## config.mk

```make
export PLATFORM = sky130hd
export DESIGN_NAME = seg_scan
export DESIGN_NICKNAME = d
export VERILOG_FILES = /design/src/rtl/seg_pkg.sv /design/src/rtl/seg_decode.sv /design/src/rtl/seg_scan.sv
export SDC_FILE = /design/constraint.sdc
export NUM_CORES = 1
export LEC_CHECK = 0
export CAP_MARGIN = 0
export CORE_AREA = 2 2 93 95
export DETAILED_ROUTE_END_ITERATION = 10
export DIE_AREA = 0 0 95 97
export PLACE_DENSITY_LB_ADDON = 0.08
export SETUP_SLACK_MARGIN = 0.3
export SLEW_MARGIN = 20
export SYNTH_ARGS = -nofsm -noshare
export SYNTH_HDL_FRONTEND = slang
export SYNTH_SLANG_ARGS = --single-unit
```

## constraint.sdc

```tcl
create_clock -name clk -period 3.3 [get_ports clk]
set_input_delay 0.825 -clock clk [delete_from_list [all_inputs] [get_ports clk]]
set_output_delay 0.825 -clock clk [all_outputs]
set_load 0.02 [all_outputs]
```

## src/rtl/seg_pkg.sv

```systemverilog
//------------------------------------------------------------------------------
// Module      : seg_pkg
// Description : Shared 7-segment pattern constants and helpers for seg_scan.
//               Bit order of a pattern is {g,f,e,d,c,b,a}, active-high.
// Revision    : 1.0  initial release
//------------------------------------------------------------------------------
`default_nettype none

package seg_pkg;

  typedef logic [6:0] seg7_t;

  // Standard digit glyphs
  localparam seg7_t SEG_0     = 7'h3F;
  localparam seg7_t SEG_1     = 7'h06;
  localparam seg7_t SEG_2     = 7'h5B;
  localparam seg7_t SEG_3     = 7'h4F;
  localparam seg7_t SEG_4     = 7'h66;
  localparam seg7_t SEG_5     = 7'h6D;
  localparam seg7_t SEG_6     = 7'h7D;
  localparam seg7_t SEG_7     = 7'h07;
  localparam seg7_t SEG_8     = 7'h7F;
  localparam seg7_t SEG_9     = 7'h6F;

  // Non-decimal codes show a dash; blank turns every segment off
  localparam seg7_t SEG_DASH  = 7'h40;
  localparam seg7_t SEG_BLANK = 7'h00;

  // Pack decimal point and glyph into the {dp,g,f,e,d,c,b,a} output byte
  function automatic logic [7:0] seg_byte(input logic dp, input seg7_t segs);
    return {dp, segs};
  endfunction

endpackage

`default_nettype wire

```

## src/rtl/seg_decode.sv

```systemverilog
//------------------------------------------------------------------------------
// Module      : seg_decode
// Description : Combinational 4-bit value to 7-segment glyph decoder.
//               0-9 map to standard glyphs, 10-15 map to a dash.
// Revision    : 1.0  initial release
//------------------------------------------------------------------------------
`default_nettype none

module seg_decode
  import seg_pkg::*;
(
  input  logic [3:0] value,
  output seg7_t      segs
);

  // Glyph lookup; anything outside 0-9 renders as "-"
  always_comb begin
    segs = SEG_DASH;
    case (value)
      4'd0:    segs = SEG_0;
      4'd1:    segs = SEG_1;
      4'd2:    segs = SEG_2;
      4'd3:    segs = SEG_3;
      4'd4:    segs = SEG_4;
      4'd5:    segs = SEG_5;
      4'd6:    segs = SEG_6;
      4'd7:    segs = SEG_7;
      4'd8:    segs = SEG_8;
      4'd9:    segs = SEG_9;
      default: segs = SEG_DASH;
    endcase
  end

endmodule

`default_nettype wire

```

## src/rtl/seg_scan.sv

```systemverilog
//------------------------------------------------------------------------------
// Module      : seg_scan
// Description : Multiplexed 7-segment display scanner. Time-slices DIGITS
//               digits, blanks the anodes at the start of every slot to avoid
//               ghosting, blinks selected digits, and double-buffers the
//               displayed value so updates only land on frame boundaries.
// Revision    : 1.0  initial release
//------------------------------------------------------------------------------
`default_nettype none

module seg_scan
  import seg_pkg::*;
#(
  parameter int DIGITS    = 6,
  parameter int SCAN_DIV  = 1000,
  parameter int BLANK     = 16,   // must satisfy 1 <= BLANK < SCAN_DIV
  parameter int BLINK_DIV = 83
) (
  input  logic                  clk,
  input  logic                  rst,
  input  logic [4*DIGITS-1:0]   bcd_in,
  input  logic [DIGITS-1:0]     dp_in,
  input  logic [DIGITS-1:0]     blink_mask,
  input  logic                  load,
  output logic [DIGITS-1:0]     seg_an,
  output logic [7:0]            seg_out,
  output logic                  frame_done
);

  localparam int SCAN_W  = (SCAN_DIV  > 1) ? $clog2(SCAN_DIV)  : 1;
  localparam int IDX_W   = (DIGITS    > 1) ? $clog2(DIGITS)    : 1;
  localparam int FRAME_W = (BLINK_DIV > 1) ? $clog2(BLINK_DIV) : 1;

  // Scan position and blink timing
  logic [SCAN_W-1:0]   scan_cnt;
  logic [IDX_W-1:0]    digit_idx;
  logic [FRAME_W-1:0]  frame_cnt;
  logic                blink_phase;

  // Double-buffered display content
  logic [4*DIGITS-1:0] pend_bcd;
  logic [DIGITS-1:0]   pend_dp;
  logic                pend_valid;
  logic [4*DIGITS-1:0] disp_bcd;
  logic [DIGITS-1:0]   disp_dp;

  // Combinational view of the current slot
  logic                scan_last;
  logic                digit_last;
  logic                frame_wrap;
  logic                in_blank;
  logic [3:0]          cur_bcd;
  logic                cur_dp;
  logic                cur_blink;
  logic [DIGITS-1:0]   cur_onehot;
  logic                dark;
  seg7_t               dec_segs;

  assign scan_last  = (scan_cnt == SCAN_W'(SCAN_DIV - 1));
  assign digit_last = (digit_idx == IDX_W'(DIGITS - 1));
  assign frame_wrap = scan_last && digit_last;
  assign in_blank   = (scan_cnt < SCAN_W'(BLANK));

  // Select the active digit's value, dp, blink enable and anode bit
  always_comb begin
    cur_bcd    = 4'd0;
    cur_dp     = 1'b0;
    cur_blink  = 1'b0;
    cur_onehot = '0;
    for (int i = 0; i < DIGITS; i++) begin
      if (digit_idx == IDX_W'(i)) begin
        cur_bcd       = disp_bcd[4*i +: 4];
        cur_dp        = disp_dp[i];
        cur_blink     = blink_mask[i];
        cur_onehot[i] = 1'b1;
      end
    end
  end

  // Slot is dark during the anti-ghost window or when its digit is blinked off
  assign dark = in_blank || (blink_phase && cur_blink);

  seg_decode u_seg_decode (
    .value (cur_bcd),
    .segs  (dec_segs)
  );

  // Scan counter, digit index, frame counter and blink phase
  always_ff @(posedge clk) begin
    if (rst) begin
      scan_cnt    <= '0;
      digit_idx   <= '0;
      frame_cnt   <= '0;
      blink_phase <= 1'b0;
    end else begin
      if (scan_last) begin
        scan_cnt  <= '0;
        digit_idx <= digit_last ? '0 : digit_idx + IDX_W'(1);
      end else begin
        scan_cnt  <= scan_cnt + SCAN_W'(1);
      end
      if (frame_wrap) begin
        if (frame_cnt == FRAME_W'(BLINK_DIV - 1)) begin
          frame_cnt   <= '0;
          blink_phase <= ~blink_phase;
        end else begin
          frame_cnt   <= frame_cnt + FRAME_W'(1);
        end
      end
    end
  end

  // Pending/display buffers: display only changes at a frame wrap (tear-free)
  always_ff @(posedge clk) begin
    if (rst) begin
      pend_bcd   <= '0;
      pend_dp    <= '0;
      pend_valid <= 1'b0;
      disp_bcd   <= '0;
      disp_dp    <= '0;
    end else if (load && frame_wrap) begin
      // Load on the wrap itself goes straight to the display; nothing left pending
      pend_bcd   <= bcd_in;
      pend_dp    <= dp_in;
      disp_bcd   <= bcd_in;
      disp_dp    <= dp_in;
      pend_valid <= 1'b0;
    end else if (load) begin
      // Later loads in the same frame simply overwrite earlier ones
      pend_bcd   <= bcd_in;
      pend_dp    <= dp_in;
      pend_valid <= 1'b1;
    end else if (frame_wrap && pend_valid) begin
      disp_bcd   <= pend_bcd;
      disp_dp    <= pend_dp;
      pend_valid <= 1'b0;
    end
  end

  // Registered outputs, one cycle behind the scan state
  always_ff @(posedge clk) begin
    if (rst) begin
      seg_an     <= '0;
      seg_out    <= 8'h00;
      frame_done <= 1'b0;
    end else begin
      frame_done <= frame_wrap;
      if (dark) begin
        seg_an  <= '0;
        seg_out <= seg_byte(1'b0, SEG_BLANK);
      end else begin
        seg_an  <= cur_onehot;
        seg_out <= seg_byte(cur_dp, dec_segs);
      end
    end
  end

endmodule

`default_nettype wire
```

Word level (Yosys, flattened, before mapping)
Memories as Yosys holds them, arrays and structs flattened. A register that Yosys moved wholly into a read port is not among the register bits.
Index checks and enable logic that the tools add are counted.

operators by class
  add/sub/neg operators = 3
  magnitude comparators = 1
  equal/unequal tests = 8
  muxes and demuxes = 38
  bitwise logic cells = 1
  reductions and logical operators = 14

operators by type and width
  cell                                                                   count
  24-bit two-way mux                                                     5
  6-bit two-way mux                                                      5
  4-bit two-way mux                                                      6
  1-bit two-way mux                                                      20
  10-bit by 1-bit adder with 10-bit output, second input constant        1
  10-bit == test, second input constant                                  1
  10-bit by 5-bit < comparator with 1-bit output, second input constant  1
  7-bit by 1-bit adder with 7-bit output, second input constant          1
  7-bit == test, second input constant                                   1
  7-bit two-way mux                                                      1
  3-bit by 2-bit == test with 1-bit output, second input constant        2
  3-bit == test, second input constant                                   2
  2-bit nonzero test                                                     3
  2-bit OR reduction                                                     3
  1-bit logical AND                                                      4
  2-bit AND reduction                                                    2
  3-bit by 1-bit adder with 3-bit output, second input constant          1
  3-bit by 1-bit == test with 1-bit output, second input constant        1
  3-bit zero test                                                        1
  3-bit two-way mux                                                      1
  2-bit by 1-bit != test with 1-bit output, second input constant        1
  1-bit logical OR                                                       1
  1-bit NOT                                                              1

storage, ports and cells
  bits in registers = 97
  bits in read-only memories = 112
  bits of input ports = 39
  memories kept = 1

memory list
  memory            depth  bits a word  rd ports  clocked after memory_dff  write ports  line              source
  (name not given)  16     7            1         1                         0            seg_decode.sv:19  case (value)

Depth between registers and ports, before layout
  depth in word-level cells = 10
  mapped depth = 14
  depth with buffers taken out = 10

By module
From an unflattened synthesis, not the netlist that was laid out.

unflattened totals
  cell total of the unflattened synthesis = 414
  area, all modules = 4246.6 µm²

by module, submodules not included
  module      instances  cells each  area an instance (µm²)  sequential area each (µm²)
  seg_scan    1          385         4018.9                  1941.9
  seg_decode  1          29          227.7                   0.0

Least setup slack after synthesis
Ideal clock, no wire load.

  kind = register to register
  start point = register digit_idx[0]
  end point = register seg_out[5]
  setup time = 0.079 ns
  arrival time = 2.816 ns
  data required time = 3.221 ns
  setup slack = 0.404 ns
  cell stages (with the launch flop) = 14
  path buffers = 4
  clock period less this slack = 2.896 ns
  cells stage by stage = dfxtp_1 > buf_4 > buf_6 > buf_2 > and2_1 > ha_1 > buf_6 > inv_1 > mux2_2 > o221ai_1 > inv_1 > ha_1 > mux2_1 > a211oi_2

on the way
  word-level cells in the longest chain between the ends = 10
  elaborated cells between the ends (all ways) = 21
  classes of those cells = eq/ne (5); mux (12); reduce/logical (4)

RTL lines
  what                                 line            source
  start, declared                      seg_scan.sv:36  logic [IDX_W-1:0] digit_idx;
  start signal, assigned               seg_scan.sv:98  digit_idx <= digit_last ? '0 : digit_idx + IDX_W'(1);
  3-bit zero test                      seg_scan.sv:71  if (digit_idx == IDX_W'(i)) begin
  1-bit two-way mux (6 in a row)       seg_scan.sv:71
  1-bit logical AND                    seg_scan.sv:81  assign dark = in_blank || (blink_phase && cur_blink);
  1-bit logical OR                     seg_scan.sv:81
  2-bit OR reduction (no source line)  n/a
  end, declared                        seg_scan.sv:26  output logic [7:0] seg_out,

Parallel ways exist; a longest one is shown, timed or not.
A chain may end at the register's enable or synchronous reset.

Worst setup path after layout
  start point = register digit_idx[1]
  end point = register seg_out[5]

Same word-level chain as after synthesis.

==> impl_metrics.json <==
{
  "fin_crit_ps": 2750,
  "hold_violations": 0,
  "finalMaxSlewViolations": 0,
  "die_y_um": 97,
  "grt_max_degree": 72,
  "rows": 33,
  "antenna_cells": 0,
  "cts.sinks": 97,
  "synth-edff-count": 0,
  "core_sq_um": 8130,
  "p_sw_share_pct": 23.9,
  "grt_pass1_wl_um": 15300,
  "peakVddDrop_mv": 0.250,
  "start_util_pct": 55.3,
  "area_growth_pct": 15.9,
  "p_switching_mw": 0.520,
  "hold_end": "scan_cnt[0]",
  "slowest_stage": "o221ai_1",
  "fin_crit_sh_pct": 83.2,
  "clockBufferDepth": 2,
  "critPathLaunch": "digit_idx[1]",
  "timing.rr.start": "digit_idx[1]",
  "internal_power_mw": 1.66,
  "status": "completed",
  "synth_ff_type": "dfxtp_1",
  "grtUsageMet2_pct": 32.1,
  "pin_count": 54,
  "ctsHoldBuffers": 0,
  "grt_use_met1_pct": 29.0,
  "clock_latency_ps": 350,
  "drive_gt1_share_pct": 8.49,
  "critPathLaunchType": "flop",
  "tightest_slew_ps": 740,
  "ctsResizeCount": 0,
  "synthCells": 478,
  "p_leak_nw": 1.99,
  "numCtsBuffers": 9,
  "skew_ps": 13.7,
  "syn_nets": 528,
  "final_util_pct": 64.1,
  "cp_num_buf_inv": 2,
  "wl_per_cell_um": 14.8,
  "wl_um": 9220,
  "cts_tree": "built",
  "r2r_cells": 9,
  "yosysUniqueCellTypes": 59,
  "die-area_sq_um": 9220,
  "total_power_mw": 2.18,
  "clockPowerShare_pct": 37.0,
  "cp-end-kind": "flop",
  "die_w_um": 95,
  "power_density_nw_per_um2": 418,
  "hold_depth": 1,
  "ys_seq_area_share_pct": 43.2,
  "setup_viol": 0,
  "drt_iter0_drc": 153,
  "async_flop_share_pct": 0,
  "drc": 0,
  "grtUsageTotal_pct": 20.5,
  "post_cts_buffers": 0,
  "cts-root-buf": "clkbuf_8",
  "final_nets": 563,
  "cp.required_ps": 3580,
  "slew_headroom_pct": 50.7,
  "use_met3_pct": 4.28,
  "reg2reg_setup_slack_ps": 550,
  "via_count": 3452,
  "antenna_found_initial": 0,
  "reg2reg_to": "seg_out[5]",
  "avgSynthCellArea_sq_um": 9.41,
  "cts_max_level": 3,
  "grt_busiest_layer": "met2",
  "yosys_warnings": 0,
  "timing.fmax_ghz": 0.364,
  "path_max_fanout": 10,
  "crit_family": "compound AO/OA/AOI/OAI gates",
  "port_buffers": 53,
  "path_clk_slew_ps": 100,
  "finalSetupTns_ps": 0,
  "cp_cell_sequence": "and2_1 > ha_1 > inv_1 > mux2_2 > o221ai_1 > inv_1 > ha_1 > mux2_1 > a211oi_2",
  "grt-ovfl-total": 0,
  "max-cap-violations": 0,
  "first_global_vias": 3200,
  "routabilityCongestion": 0.830,
  "final_antenna_net_count": 0,
  "crit_type": "flop to flop",
  "min_from": "scan_cnt[0]",
  "ys_ff_latch": 97,
  "cp_slowest_stage_delay_ps": 450,
  "hold_class": "flop to flop",
  "cp.arrival_ps": 3020,
  "rsz0062_at_grt": "no",
  "vias_per_cell": 5.54,
  "syn_area_sq_um": 4500,
  "hpwl_um": 6350,
  "seq_power_share_pct": 55.6,
  "comb_power_share_pct": 7.3,
  "first_pass_iters": 4
}
[power by group through the flow]
stage / Clock [mW] / Sequential, mW / Combinational [mW]
final: 0.807 / 1.21 / 0.160
after global routing: 0.873 / 1.22 / 0.177
after CTS: 0.826 / 1.21 / 0.162
after detailed placement: 0 / 1.24 / 0.162
after global placement: 0 / 1.24 / 0.159
after floorplan: 0 / 1.23 / 0.0977
[through the flow]
stage	cell area (sq um)	worst slack, ps	hold WS (ps)	instances
3_3_place_gp	5000	609	444	607
2_1_floorplan	4500	404	430	478
4_1_cts	5210	545	480	623
5_1_grt	5210	353	504	623
3_5_place_dp	5000	558	456	607
6_report	5210	553	474	623
[logic make-up (layout without fill, tap and decap cells)]
family | Yosys count | count (layout) | synth area share (%)
AO/OA/AOI/OAI | 98 | 98 | 15.9
XOR/XNOR | 12 | 12 | 2.34
adder cells (fa/ha/maj) | 11 | 11 | 3.06
buffers and inverters | 51 | 91 | 5.87
flip-flops | 97 | 97 | 43.2
multiplexers | 45 | 45 | 10.2
AND/OR/NAND/NOR | 164 | 164 | 19.4
[worst max path at each step]
stage	to	slack (ps)	cells after the start
final	seg_out[5]	550	9
after detailed placement	seg_out[2]	560	6
after floorplan	seg_out[5]	400	13
after global routing	seg_out[5]	350	9
after CTS	seg_out[5]	540	9
after global placement	seg_out[2]	610	6
[cells in the mapped netlist (3+ instances only)]
library cell,instances,area [sq um]
a211oi_1,32,240
a21oi_1,7,35.0
a31oi_1,3,18.8
and3_1,3,18.8
buf_1,4,15.0
buf_2,7,35.0
buf_4,5,37.5
buf_6,6,67.6
clkbuf_1,16,60.1
dfxtp_1,97,1940
ha_1,11,138
inv_1,12,45.0
mux2i_1,41,410
nand2_1,9,33.8
nand3_1,10,50.1
nand3b_1,17,128
nand4_1,3,18.8
nor2_1,86,323
nor2b_1,3,18.8
nor3_1,4,20.0
nor3b_1,3,22.5
o21ai_0,20,100
o221ai_1,4,35.0
o22ai_1,16,100
or3_1,4,25.0
xnor2_1,4,35.0
xor2_1,8,70.1
[registers in the layout (all words and copies together) (netlist names)]
register / count
frame_done: 1
pend_dp: 6
frame_cnt: 7
disp_dp: 6
digit_idx: 3
disp_bcd: 24
pend_bcd: 24
scan_cnt: 10
pend_valid: 1
seg_out: 8
seg_an: 6
blink_phase: 1
[layout make-up]
type	count	area (sq um)
repair buffers	62	588
multi-input cells	330	2290
inverters	13	48.8
clock inverters	6	71.3
well taps	105	131
clock buffers	10	138
fillers	706	2920
flip-flops and latches	97	1940
[routing by layer]
metal | share of wire, % | wire [um] | vias up
li1 | - | - | 1778
met1 | 50 | 4600 | 1617
met2 | 46 | 4250 | 52
met3 | 3.1 | 288 | 5
met4 | 0.85 | 78 | 0
met5 | 0 | 0 | -
[layout by cell type (no fill, tap or decap), types with 4 or more instances in the layout]
master / count
clkdlybuf4s50_1: 51
xor2_1: 8
dfxtp_1: 97
or3_1: 4
buf_4: 9
o21ai_0: 20
ha_1: 11
nand2_1: 9
clkbuf_8: 10
xnor2_1: 4
a21oi_1: 7
nand3_1: 10
nand3b_1: 17
nor3_1: 4
o22ai_1: 16
nor2_1: 86
inv_1: 12
a211oi_1: 32
o221ai_1: 4
mux2i_1: 41
[worst reg2reg max path, delay by kind of cell, from the launching register on]
family / cells / cell delay, ps
buffers and inverters: 2 / 330
muxes: 2 / 600
AOI/OAI and AO/OA: 2 / 660
adders and majority gates: 2 / 620
DFF: 1 / 340
and+or+nand+nor: 1 / 130
Power figures use the tool's default switching activity.
